`src/rtl/keypad_scan_debounce.sv`:
```
// 4x4 keypad column scanner with row synchroniser and per-scan debounce.
// Optional auto-repeat while held: define KEYPAD_REPEAT_EN.
module keypad_scan_debounce #(
  parameter int SCAN_DIV       = 1000,
  parameter int DEBOUNCE_SCANS = 4,
  parameter int REPEAT_SCANS   = 32
) (
  input  logic       clk,
  input  logic       rst_n,
  input  logic [3:0] row,
  output logic [3:0] col,
  output logic [3:0] key_code,
  output logic       key_valid,
  output logic       key_held
);

  localparam int DW = $clog2(SCAN_DIV);
  localparam logic [3:0] DS = 4'(DEBOUNCE_SCANS);

  if (SCAN_DIV < 4) begin : g_bad_div
    $error("SCAN_DIV must be >= 4");
  end
  if (DEBOUNCE_SCANS < 1 || DEBOUNCE_SCANS > 15) begin : g_bad_db
    $error("DEBOUNCE_SCANS must be 1..15");
  end
  if (REPEAT_SCANS < 1 || REPEAT_SCANS > 255) begin : g_bad_rep
    $error("REPEAT_SCANS must be 1..255");
  end

  typedef enum logic [1:0] {
    IDLE, PRESS_CHK, HELD, RELEASE_CHK
  } state_t;

  logic [3:0]    sync1, sync2;
  logic [DW-1:0] dwell;
  logic [1:0]    col_idx;
  logic          acc_hit;
  logic [3:0]    acc_code;
  logic          sample, eval;
  logic          cur_hit;
  logic [1:0]    cur_row;
  logic          scan_hit;
  logic [3:0]    scan_code;

  state_t     state, state_n;
  logic [3:0] cnt, cnt_n, cnt_inc;
  logic [3:0] cand, cand_n;
  logic [3:0] code_n;
  logic       valid_n;
`ifdef KEYPAD_REPEAT_EN
  logic [7:0] rep, rep_n, rep_inc;
`endif

  assign col      = 4'b0001 << col_idx;
  assign sample   = (dwell == DW'(SCAN_DIV - 1));
  assign eval     = sample && (col_idx == 2'd3);
  assign key_held = (state == HELD) || (state == RELEASE_CHK);
  assign cnt_inc  = cnt + 4'd1;

  // Two-flop synchroniser for the asynchronous row lines.
  always_ff @(posedge clk) begin
    if (!rst_n) begin
      sync1 <= 4'h0;
      sync2 <= 4'h0;
    end else begin
      sync1 <= row;
      sync2 <= sync1;
    end
  end

  // Lowest set row bit wins within a column.
  always_comb begin
    cur_hit = |sync2;
    cur_row = 2'd0;
    if (sync2[0])      cur_row = 2'd0;
    else if (sync2[1]) cur_row = 2'd1;
    else if (sync2[2]) cur_row = 2'd2;
    else if (sync2[3]) cur_row = 2'd3;
  end

  // Whole-scan result: first hit in column order, including column 3.
  always_comb begin
    scan_hit  = acc_hit || cur_hit;
    scan_code = acc_hit ? acc_code : {cur_row, 2'd3};
  end

  // Dwell counter, column rotation and per-scan hit accumulation.
  always_ff @(posedge clk) begin
    if (!rst_n) begin
      dwell    <= '0;
      col_idx  <= 2'd0;
      acc_hit  <= 1'b0;
      acc_code <= 4'h0;
    end else if (sample) begin
      dwell   <= '0;
      col_idx <= col_idx + 2'd1;
      if (col_idx == 2'd3) begin
        acc_hit  <= 1'b0;
        acc_code <= 4'h0;
      end else if (!acc_hit && cur_hit) begin
        acc_hit  <= 1'b1;
        acc_code <= {cur_row, col_idx};
      end
    end else begin
      dwell <= dwell + DW'(1);
    end
  end

  // Debounce next-state and event logic, evaluated once per scan.
  always_comb begin
    state_n = state;
    cnt_n   = cnt;
    cand_n  = cand;
    code_n  = key_code;
    valid_n = 1'b0;
`ifdef KEYPAD_REPEAT_EN
    rep_n   = rep;
    rep_inc = rep + 8'd1;
`endif
    if (eval) begin
      unique case (state)
        IDLE: begin
          if (scan_hit) begin
            cand_n = scan_code;
            cnt_n  = 4'd1;
            if (DS == 4'd1) begin
              code_n  = scan_code;
              valid_n = 1'b1;
              state_n = HELD;
`ifdef KEYPAD_REPEAT_EN
              rep_n   = 8'd0;
`endif
            end else begin
              state_n = PRESS_CHK;
            end
          end
        end
        PRESS_CHK: begin
          if (!scan_hit) begin
            state_n = IDLE;
          end else if (scan_code == cand) begin
            cnt_n = cnt_inc;
            if (cnt_inc == DS) begin
              code_n  = cand;
              valid_n = 1'b1;
              state_n = HELD;
`ifdef KEYPAD_REPEAT_EN
              rep_n   = 8'd0;
`endif
            end
          end else begin
            cand_n = scan_code;
            cnt_n  = 4'd1;
          end
        end
        HELD: begin
          if (!scan_hit) begin
            cnt_n   = 4'd1;
            state_n = (DS == 4'd1) ? IDLE : RELEASE_CHK;
`ifdef KEYPAD_REPEAT_EN
            rep_n   = 8'd0;
`endif
          end else begin
`ifdef KEYPAD_REPEAT_EN
            if (rep_inc == 8'(REPEAT_SCANS)) begin
              rep_n   = 8'd0;
              valid_n = 1'b1;
            end else begin
              rep_n = rep_inc;
            end
`endif
          end
        end
        RELEASE_CHK: begin
          if (scan_hit) begin
            state_n = HELD;
`ifdef KEYPAD_REPEAT_EN
            rep_n   = 8'd0;
`endif
          end else begin
            cnt_n = cnt_inc;
            if (cnt_inc == DS) state_n = IDLE;
          end
        end
        default: state_n = IDLE;
      endcase
    end
  end

  // Debounce state and registered event outputs.
  always_ff @(posedge clk) begin
    if (!rst_n) begin
      state     <= IDLE;
      cnt       <= 4'd0;
      cand      <= 4'h0;
      key_code  <= 4'h0;
      key_valid <= 1'b0;
`ifdef KEYPAD_REPEAT_EN
      rep       <= 8'd0;
`endif
    end else begin
      state     <= state_n;
      cnt       <= cnt_n;
      cand      <= cand_n;
      key_code  <= code_n;
      key_valid <= valid_n;
`ifdef KEYPAD_REPEAT_EN
      rep       <= rep_n;
`endif
    end
  end

endmodule
```
`config.mk`:
```
export PLATFORM = sky130hd
export DESIGN_NAME = keypad_scan_debounce
export DESIGN_NICKNAME = d
export VERILOG_FILES = /design/src/rtl/keypad_scan_debounce.sv
export SDC_FILE = /design/constraint.sdc
export NUM_CORES = 1
export LEC_CHECK = 0
export BUFFER_PORTS_ARGS = -buffer_cell sky130_fd_sc_hd__buf_4
export CAP_MARGIN = 25
export CORE_MARGIN = 4
export CORE_UTILIZATION = 56
export DETAILED_ROUTE_END_ITERATION = 10
export GPL_ROUTABILITY_DRIVEN = 0
export PLACE_DENSITY = 0.8
export SETUP_SLACK_MARGIN = 0.05
export SYNTH_ARGS = -nofsm -noshare
export SYNTH_HDL_FRONTEND = slang
export SYNTH_SLANG_ARGS = --single-unit
```
`constraint.sdc`:
```
create_clock -name clk -period 2.5 [get_ports clk]
set_clock_uncertainty 0.1 [all_clocks]
set_input_delay 0 -clock clk [delete_from_list [all_inputs] [get_ports clk]]
set_output_delay 0 -clock clk [all_outputs]
set_load 0.02 [all_outputs]
```
Yosys cells after proc, flatten, opt, wreduce, memory -nomap -nowiden
Index checks and enable logic that the tools add are counted.
{ "totals": {"wordCells": 75, "n_memories": 0, "reg_bits": 40, "ram_bits": 0, "latch_bits": 0, "mem_bits_ro": 0} }
{ "classes": {"n_eq_ne": 15, "reduce_logical": 16, "n_mux": 28, "magnitude_cmp": 0, "n_shift": 1, "multipliers": 0, "add_sub_neg": 3, "n_bitwise": 1, "n_div": 0} }
{ "ops": {"columns": ["cell", "count"], "rows": [
  ["$mux W4", 11],
  ["$mux W2", 11],
  ["$reduce_and A5 Y1", 4],
  ["$pmux W4 S4", 1],
  ["$add A10 B1 Y10 const B", 1],
  ["$eq A10 B10 Y1 const B", 1],
  ["$ne A2 B2 Y1 const B", 5],
  ["$pmux W2 S4", 1],
  ["$pmux W4 S2", 1],
  ["$eq A2 B2 Y1 const B", 3],
  ["$ne A3 B3 Y1 const B", 2],
  ["$reduce_and A6 Y1", 1],
  ["$add A4 B1 Y4 const B", 1],
  ["$eq A4 B3 Y1 const B", 1],
  ["$eq A4 B4 Y1", 1],
  ["$reduce_bool A2 Y1", 2],
  ["$reduce_or A4 Y1", 1],
  ["$shl A1 B2 Y4 const A", 1],
  ["$mux W1", 3],
  ["$ne A3 B2 Y1 const B", 1],
  ["$add A2 B1 Y2 const B", 1],
  ["$eq A2 B1 Y1 const B", 1],
  ["$logic_and A1 B1 Y1", 2],
  ["$logic_not A2 Y1", 1],
  ["5 further kinds", 6]
]} }

Longest topological paths before layout
{ "depth": {"ltp_word": 9, "mapped_depth": 7, "depth_no_buf": 7} }

Least setup slack after synthesis
OpenSTA, ideal clock, no wires.
{ "synth_path": {"path_kind": "flip-flop to flip-flop", "from": "register col_idx[0]", "to": "register cnt[0]", "arrival_time_ps": 1826, "setup_slack_ps": 460, "n_path_buf": 0, "t_required_ps": 2285, "stages_incl_launch_ff": 8, "path_cell_list": "dfxtp_1 ha_1 nand2_1 or4_4 nor3_2 and4_4 nor3b_1 o21a_1"} }
{ "synth_between": {"elab_chain_len": 3} }
{ "synth_lines": {"columns": ["element", "line_no", "source"], "rows": [
  ["from (decl)", "36", "logic [1:0] col_idx;"],
  ["from (signal assigned)", "96", "col_idx <= col_idx + 2'd1;"],
  ["$eq A2 B2 Y1", "56", "assign eval = sample && (col_idx == 2'd3);"],
  ["$logic_and A1 B1 Y1", "56", null],
  ["$reduce_and A5 Y1 (no line)", null, null],
  ["to (signal assigned)", "203", "cnt <= cnt_n;"],
  ["to (decl)", "46", "logic [3:0] cnt, cnt_n, cnt_inc;"]
]} }
No other way between the ends.
A chain may end at the register's enable or synchronous reset.

Final worst setup path
{ "layout_path": {"from": "register dwell[0]", "to": "register cnt[0]"} }
{ "layout_between": {"elab_chain_len": 3} }
{ "layout_lines": {"columns": ["element", "line_no", "source"], "rows": [
  ["from (decl)", "35", "logic [DW-1:0] dwell;"],
  ["from (signal assigned)", "105", "dwell <= dwell + DW'(1);"],
  ["$eq A10 B10 Y1", "55", "assign sample = (dwell == DW'(SCAN_DIV - 1));"],
  ["$logic_and A1 B1 Y1", "56", null],
  ["$reduce_and A5 Y1 (no line)", null, null]
]} }
No other way between the ends.

==> run metrics <==
status=finished, final reports clean; Hold WS=0.344 ns; Root Buffer=clkbuf_4; sequential share of power=0.551; clock net sink count=40; Mean Syn Cell Area=9.26 um^2; FF-to-FF path depth=7; Setup Viol. Count Final=0; RSZ-0062 raised after global routing=no; I/O Buffers=15; ANT nets after route=0; Post-synth ARST share=0; Switching Power=247 uW; Syn Inst Count=208; Worst Setup Start Kind=flop; Final Hold Viols=0; Post-Synthesis Cell Area=0.00193 mm^2; Comb power frac=0.055; layout cell share with drive strength beyond 1=0.162; CTS buffer count=5; via/cell ratio=5.33; Vias=1493; Sw Share=0.207; DR pass1 iterations=4; Setup TNS Final=0 ns; Ports=16; Post-synth top flop=dfxtp_1; HP Class=reg2reg; DRC viols=0; post-synthesis cell type count=45; post-synth top area share=0.416; CTS tree=done; post-CTS sizing=0; postcts setup bufs=0; Seq/Total Area, Yosys=0.416; Max-Cap Viols=0; largest net degree at the start of global routing=26; die width=66.6 um; worst skew pair latency=0.34 ns; final net count=246; core area=0.00334 mm^2; grt ovf=0; most frequent cells in the layout=dfxtp_1 (40), nor2_1 (24), nand2_1 (18); vias in the first global route=1375; die footprint=0.00444 mm^2; CP arrival=2.32 ns; Initial Util=0.577; Slew HR=0.649; Worst-Margin Slew=0.523 ns; Initial DRC Count=78; Slew Limit Fails=0; hold depth=1; H-tree depth=2; Clk pwr share=0.394; Detail Placement HPWL=2.38 mm; commonest non-fill, non-tap cell in the layout=dfxtp_1; Routed WL=3.44 mm; VDD IR-drop max=0.354 mV; placed cells=263; row count=21; clock slew at reported path FFs=0.11 ns; Seq cells post-synth=40; leading area contributor after synthesis=dfxtp_1; first-pass GRT wire length=6.15 mm; WL/cell=12.3 um; period utilisation layout=0.869; FF-to-FF Start=dwell[0]; cts hold-fix bufs=9; Max Clk Rate=0.461 GHz; Chip Height=66.6 um; Max Root-Sink Buffers=2; Final min period=2.17 ns; critical path peak fanout=5; register-to-register setup slack=0.33 ns; n_diodes=0; Post-synth EDFFs=0; HP Start=sync1[0]; initial antenna violation count=0; Total GRT Usage=0.181; Worst Path Class, Setup=reg2reg; CP required=2.65 ns; top cells by area, synth=dfxtp_1 (42%), nor2_1 (4.7%), ha_1 (4.5%), mux2i_1 (3.6%), nand2_1 (3.5%); area grow syn2layout=17.2%; Synth warnings=0; Non-Filler Instances=280; Mapped Nets=221; Worst Setup SP=dwell[0]; power per cell area=528 mW/mm^2; Critical Path Sink Type=flop; Pint=945 uW; leakage=0.961 nW
-- worst max-delay path, stage by stage (launching register included) --
cell and delay (ns):
dfxtp_1 0.40, ha_1 0.29, nand3b_4 0.12, or4_4 0.54, nor3_2 0.14, and4_4 0.26, nor3b_1 0.05, o21a_1 0.18
-- final timing paths --
check | end
setup reg to reg | cnt[0]
hold reg to reg | sync2[0]
hold / removal | sync2[0]
setup / recovery | cnt[0]
-- state kept, by name, indices dropped and copies added (netlist names), 2 cells and up, named ones only --
name      cells
key_code      4
dwell        10
col_idx       2
cnt           4
cand          4
sync2         4
acc_code      4
sync1         4
-- metal layers --
| metal | track usage | up-vias | wire length [um] |
|---|---|---|---|
| met5 | 0 | - | 0 |
| met4 | 0.0635 | 0 | 48 |
| met3 | 0.0556 | 6 | 142 |
| met2 | 0.286 | 24 | 1580 |
| met1 | 0.231 | 692 | 1670 |
| li1 | - | 771 | - |
-- metrics by stage --
stage / cell area [um^2] / utilization / power, mW / worst slack, ns
final: 2260 / 0.676 / 1.19 / 0.329
after floorplan: 1930 / - / 0.709 / 0.460
after global routing: 2260 / 0.676 / 1.25 / 0.142
after global placement: 2070 / 0.621 / 0.724 / 0.438
after CTS: 2260 / 0.676 / 1.21 / 0.309
after detailed placement: 2070 / 0.621 / 0.725 / 0.383
-- synth_stat cells (all sizes together), types with 3 or more instances --
master,count
xnor2,8
dfxtp,40
nor2b,5
ha,7
nor4,5
o21ai,7
a21oi,11
nor3b,3
nand3,7
xor2,4
and2,9
nand2,18
buf,3
nand2b,4
mux2i,7
clkbuf,3
and3,4
inv,7
nor3,11
nor2,24
-- final cells by class --
cell class | instances | area (um^2)
Sequential cell | 40 | 801
Clock buffer | 7 | 65.1
Timing Repair Buffer | 24 | 203
Multi-Input combinational cell | 155 | 1070
Inverter | 7 | 26.3
Fill cell | 284 | 1080
Tap cell | 46 | 57.6
Clock inverter | 1 | 30.0
-- kinds of logic (layout without fill, tap and decap cells) --
group	after synthesis	in the layout	synth area share
compound gates	29	29	0.109
xor+xnor	12	12	0.0624
fa+ha+maj	7	7	0.0455
buf+inv	13	39	0.0260
flops	40	40	0.416
mux	7	7	0.0364
simple gates	100	100	0.305
-- power by group through the flow --
stage	clock, mW	combinational [mW]	sequential (mW)
finish	0.470	0.0656	0.656
CTS	0.484	0.0658	0.656
detailed placement	0	0.0545	0.670
global placement	0	0.0540	0.670
floorplan	0	0.0408	0.668
global route	0.514	0.0740	0.658
(Power assumes the default switching activity.)
